==> src/rtl/mem_stage.sv <==
// rtl/mem_stage.sv - MIPS MEM stage: EXE->MEM register, load extraction, WB handshake and ID forwarding.
// Optional lwl/lwr merging is enabled by defining MS_UNALIGNED_LOAD_EN.
module mem_stage (
    input  logic         clk,
    input  logic         reset,
    input  logic         ws_allowin,
    output logic         ms_allowin,
    input  logic         es_to_ms_valid,
    input  logic [118:0] es_to_ms_bus,
    input  logic [31:0]  data_sram_rdata,
    output logic         ms_to_ws_valid,
    output logic [69:0]  ms_to_ws_bus,
    output logic [37:0]  ms_fwd_bus
);
    localparam int ES_TO_MS_BUS_WD = 119;
    localparam int MS_TO_WS_BUS_WD = 70;

    logic                       ms_valid;
    logic [ES_TO_MS_BUS_WD-1:0] bus_r;
    logic [31:0]                rdata_hold;
    logic                       hold_valid;

    logic [31:0] rt_value;
    logic [15:0] ld_ext;
    logic        res_from_mem;
    logic        gr_we;
    logic [4:0]  dest;
    logic [31:0] alu_result;
    logic [31:0] pc;

    assign {rt_value, ld_ext, res_from_mem, gr_we, dest, alu_result, pc} = bus_r;

    logic unused_fields;
`ifdef MS_UNALIGNED_LOAD_EN
    assign unused_fields = &{1'b0, ld_ext[15:6]};
`else
    assign unused_fields = &{1'b0, rt_value, ld_ext[15:4]};
`endif

    logic ms_ready_go;
    assign ms_ready_go    = 1'b1;
    assign ms_allowin     = !ms_valid || (ms_ready_go && ws_allowin);
    assign ms_to_ws_valid = ms_valid && ms_ready_go;

    always_ff @(posedge clk) begin
        if (reset) begin
            ms_valid <= 1'b0;
        end else if (ms_allowin) begin
            ms_valid <= es_to_ms_valid;
        end
        if (es_to_ms_valid && ms_allowin) begin
            bus_r <= es_to_ms_bus;
        end
    end

    // The SRAM only presents read data for one cycle, so a stalled load keeps its own copy.
    always_ff @(posedge clk) begin
        if (reset || ms_allowin) begin
            hold_valid <= 1'b0;
        end else if (ms_valid && res_from_mem && !hold_valid && !ws_allowin) begin
            hold_valid <= 1'b1;
            rdata_hold <= data_sram_rdata;
        end
    end

    logic [31:0] mem_word;
    logic [7:0]  byte_data;
    logic [15:0] half_data;
    logic [31:0] load_result;
    logic [31:0] final_result;

    always_comb begin
        mem_word    = hold_valid ? rdata_hold : data_sram_rdata;
        byte_data   = mem_word[{alu_result[1:0], 3'b000} +: 8];
        half_data   = alu_result[1] ? mem_word[31:16] : mem_word[15:0];
        load_result = mem_word;
        if (ld_ext[0]) begin
            load_result = {{24{byte_data[7]}}, byte_data};
        end else if (ld_ext[1]) begin
            load_result = {24'b0, byte_data};
        end else if (ld_ext[2]) begin
            load_result = {{16{half_data[15]}}, half_data};
        end else if (ld_ext[3]) begin
            load_result = {16'b0, half_data};
`ifdef MS_UNALIGNED_LOAD_EN
        end else if (ld_ext[4]) begin
            case (alu_result[1:0])
                2'd0:    load_result = {mem_word[7:0],  rt_value[23:0]};
                2'd1:    load_result = {mem_word[15:0], rt_value[15:0]};
                2'd2:    load_result = {mem_word[23:0], rt_value[7:0]};
                default: load_result = mem_word;
            endcase
        end else if (ld_ext[5]) begin
            case (alu_result[1:0])
                2'd0:    load_result = mem_word;
                2'd1:    load_result = {rt_value[31:24], mem_word[31:8]};
                2'd2:    load_result = {rt_value[31:16], mem_word[31:16]};
                default: load_result = {rt_value[31:8],  mem_word[31:24]};
            endcase
`endif
        end
        final_result = res_from_mem ? load_result : alu_result;
    end

    logic [MS_TO_WS_BUS_WD-1:0] ws_bus_raw;
    assign ws_bus_raw   = {gr_we, dest, final_result, pc};
    assign ms_to_ws_bus = ms_valid ? ws_bus_raw : '0;
    assign ms_fwd_bus   = ms_valid ? {gr_we, dest, final_result} : '0;
endmodule
==> config.mk <==
export PLATFORM = sky130hd
export DESIGN_NAME = mem_stage
export DESIGN_NICKNAME = d
export VERILOG_FILES = /design/src/rtl/mem_stage.sv
export SDC_FILE = /design/constraint.sdc
export NUM_CORES = 1
export LEC_CHECK = 0
export BUFFER_PORTS_ARGS = -buffer_cell sky130_fd_sc_hd__buf_2
export CORE_MARGIN = 1.5
export CORE_UTILIZATION = 38
export CTS_BUF_LIST = sky130_fd_sc_hd__clkbuf_4 sky130_fd_sc_hd__clkbuf_8
export CTS_CLUSTER_DIAMETER = 60
export DETAILED_ROUTE_END_ITERATION = 8
export PLACE_DENSITY = 0.79
export SLEW_MARGIN = 20
export SYNTH_ARGS = -nofsm -noshare
export SYNTH_HDL_FRONTEND = slang
export SYNTH_SLANG_ARGS = --single-unit
==> constraint.sdc <==
create_clock -name clk -period 8.6 [get_ports clk]
set_input_delay 0.86 -clock clk [delete_from_list [all_inputs] [get_ports clk]]
set_output_delay 0.86 -clock clk [all_outputs]
set_load 0.02 [all_outputs]
==> impl_table.tex <==
\begin{tabular}{lr}
\hline
Metric & Value \\
\hline
\multicolumn{2}{l}{\textbf{Logic synthesis}} \\
\quad FF+latch count, synth & 109 \\
\quad Cell taking the most area after synthesis & sky130\_fd\_sc\_hd\_\_edfxtp\_1 \\
\quad Post-synth top area share & 60.9\% \\
\quad Number of warnings printed during yosys synthesis & 0 \\
\quad Number of cells produced by synthesis & 386 \\
\quad Leading cell types by total area after synthesis & sky130\_fd\_sc\_hd\_\_edfxtp\_1, sky130\_fd\_sc\_hd\_\_mux4\_2, sky130\_fd\_sc\_hd\_\_buf\_4 \\
\quad Syn avg cell area & 13.7 sq um \\
\quad Mapped Area & 5280 sq um \\
\quad Portion of the post-synthesis area used by sequential elements & 61.6\% \\
\quad Nets in the synthesized netlist & 541 \\
\quad Number of different library cells in the post-synthesis netlist & 35 \\
\multicolumn{2}{l}{\textbf{Timing}} \\
\quad Hold Vio Cnt, Final & 0 \\
\quad Count of endpoints failing setup in the final report & 0 \\
\quad Actual slew at the worst max-slew pin & 1.02 ns \\
\quad Normalized max-slew margin & 31.3\% \\
\quad Share of the cycle needed by the critical path after routing & 46.4\% \\
\quad Max-slew violation count & 0 \\
\quad Maximum clock frequency & 251 MHz \\
\quad Setup clock skew after layout & 0.0117 ns \\
\quad Setup repair after global routing missed its margin & false \\
\quad Post-route setup TNS & 0 ns \\
\quad Min Clock Period, post-route & 3.99 ns \\
\multicolumn{2}{l}{\textbf{Finish}} \\
\quad Final instance area & 6440 sq um \\
\quad Count of antenna diodes in the layout & 0 \\
\quad Total Nets Final & 713 \\
\quad Most common cell after layout, fill and taps aside & sky130\_fd\_sc\_hd\_\_buf\_2 \\
\quad Filler instances & 1219 \\
\quad Commonest cells after routing, fill and taps aside & sky130\_fd\_sc\_hd\_\_buf\_2, sky130\_fd\_sc\_hd\_\_edfxtp\_1, sky130\_fd\_sc\_hd\_\_and2\_1 \\
\quad Layout cell share with drive strength beyond 1 & 49.9\% \\
\quad Final core utilization & 48.1\% \\
\quad Synth-to-layout area growth & 22.1\% \\
\multicolumn{2}{l}{\textbf{Job}} \\
\quad Max Cap Viol & 0 \\
\multicolumn{2}{l}{\textbf{Run status}} \\
\quad Result of the run & finished, final reports clean \\
\multicolumn{2}{l}{\textbf{Clocking}} \\
\quad Resized cells post-CTS & 0 \\
\quad Clock transition at the registers of the reported paths & 0.10 ns \\
\quad CTS sink cnt & 109 \\
\quad Cell chosen for the clock root & sky130\_fd\_sc\_hd\_\_clkbuf\_8 \\
\quad CTS tree & yes \\
\quad Post-CTS setup buffer count & 0 \\
\quad Clock buffer depth & 2 \\
\quad CTS H-tree depth & 3 \\
\quad CTS Hold Buffers Added & 0 \\
\quad CTS Buf Count & 9 \\
\quad Worst-Skew Late Latency & 0.38 ns \\
\multicolumn{2}{l}{\textbf{Global route}} \\
\quad Largest net degree at the start of global routing & 76 \\
\quad Global route overflow & 0 \\
\quad Global-route wire length before repair & 20.5 mm \\
\quad Initial antenna violation count & 0 \\
\quad Vias in the first global route & 3731 \\
\quad GRT Overall Usage & 19.0\% \\
\multicolumn{2}{l}{\textbf{Floorplan}} \\
\quad Die Outline Area & 14600 sq um \\
\quad Standard-cell rows & 42 \\
\quad Effective utilization at floorplan & 39.4\% \\
\quad I/O Pins & 265 \\
\quad Standard cell core area & 13400 sq um \\
\quad Die width & 121 um \\
\quad Die height & 121 um \\
\multicolumn{2}{l}{\textbf{Pwr}} \\
\quad Static leakage & 0.00266 uW \\
\quad Total net switching power & 297 uW \\
\quad Register share of total power & 57.3\% \\
\quad Switching Fraction & 27.4\% \\
\quad Relative contribution of combinational cells to total power & 16.7\% \\
\quad Internal Pwr Total & 788 uW \\
\quad Ratio of total power to cell area & 168 nW/um\^{}2 \\
\quad Peak VDD IR & 0.0969 mV \\
\quad Power Total & 1080 uW \\
\quad Clock network power share & 25.9\% \\
\multicolumn{2}{l}{\textbf{Detailed routing}} \\
\quad Final wirelength & 13.7 mm \\
\quad Post-route ant nets & 0 \\
\quad Detail-routed net length per standard cell & 18.5 um \\
\quad 1st-pass router iterations & 4 \\
\quad DRC violations left & 0 \\
\quad Routed via count & 3757 \\
\quad Initial detailed-routing violation count & 239 \\
\quad Via density per instance & 5.08 \\
\multicolumn{2}{l}{\textbf{Placed design}} \\
\quad Final HPWL from detailed placement & 9.97 mm \\
\quad Count of buffers inserted at the top-level ports & 220 \\
\quad Placed cell areas & 6260 sq um \\
\quad Final weighted congestion in routability-driven placement & 0.805 \\
\multicolumn{2}{l}{\textbf{Critical path}} \\
\quad Max FO, Critical Path & 16 \\
\quad Required @ worst endpoint & 7.74 ns \\
\quad Critical path launch point & bus\_r[33] \\
\quad Type of origin of the critical path & register \\
\quad Startpoint of the worst register-to-register path & ms\_to\_ws\_valid \\
\quad Sort of element at the end of the critical path & primary output \\
\quad Critical path arrival & 3.13 ns \\
\quad Critical path type & reg2out \\
\multicolumn{2}{l}{\textbf{Worst hold path}} \\
\quad Min-delay src & es\_to\_ms\_bus[55] \\
\quad Classification of the worst-slack hold path & in2reg \\
\hline
\end{tabular}
through the flow:
step,hold WS [ns],instances,setup slack [ns]
after floorplan,0.929,386,3.84
final,0.645,739,4.61
after global routing,0.618,739,4.44
after global placement,0.804,723,4.86
after detailed placement,0.832,723,4.81
after CTS,0.616,739,4.57
flip-flops by register name (all words and copies together), names as in the netlist:
| signal | count |
|---|---|
| bus_r | 75 |
| hold_valid | 1 |
| ms_to_ws_valid | 1 |
| rdata_hold | 32 |
critical path, cell delays in order, from the launching register on:
cell,delay (ns)
sky130_fd_sc_hd__edfxtp_1,0.89
sky130_fd_sc_hd__mux4_2,0.40
sky130_fd_sc_hd__and3_4,0.19
sky130_fd_sc_hd__a311oi_4,0.78
sky130_fd_sc_hd__a21oi_1,0.26
sky130_fd_sc_hd__buf_2,0.22
cell families after synthesis:
kind of cell	after synthesis	share of synthesized area [%]
DFF	109	61.6
and+or+nand+nor	87	9.01
muxes	44	12.3
buffers and inverters	66	7.85
AOI/OAI and AO/OA	80	9.24
area by class of cell:
cell class | count | area, sq um | share of cell area [%]
Tap cell | 176 | 220 | 3.42
Timing Repair Buffer | 225 | 1140 | 17.7
Sequential cell | 109 | 3260 | 50.5
Multi-Input combinational cell | 211 | 1650 | 25.6
Clock buffer | 10 | 131 | 2.04
Inverter | 2 | 7.51 | 0.116
Clock inverter | 6 | 40.0 | 0.621
worst paths after layout:
| check | to | slack [ns] | cells after the start |
|---|---|---|---|
| setup reg to reg | bus_r[34] | 6.40 | 3 |
| hold reg to reg | hold_valid | 0.85 | 3 |
| hold / removal | bus_r[55] | 0.65 | 1 |
| setup / recovery | ms_fwd_bus[31] | 4.61 | 5 |
cell usage after synthesis (all sizes together):
master and count:
edfxtp 107, buf 48, and2 40, a21oi 31, o21ai 28, nand2 25, clkbuf 16, mux2 16
mux4 15, mux2i 13, o211ai 8, a221o 6, nor2 5, and3 4, nor2b 3, nor3 3
a22oi 2, a311oi 2, dfxtp 2, inv 2, nand3 2, nor4 2, a31oi 1, nand2b 1
nor3b 1, o21a 1, o41ai 1, or2 1
metal layers:
layer | track usage, % | up-vias | wire [um]
li1 | - | 1754 | -
met1 | 24.0 | 1796 | 5680
met2 | 31.7 | 194 | 6830
met3 | 4.42 | 13 | 981
met4 | 7.57 | 0 | 209
met5 | 0 | - | 0
power by group through the flow:
stage,clock network [uW],registers [uW],logic [uW]
2_1_floorplan,0,629,123
3_3_place_gp,0,633,179
3_5_place_dp,0,634,183
4_1_cts,293,622,184
5_1_grt,306,625,196
6_report,282,622,181
No activity file was read; power rests on OpenSTA's default activity.
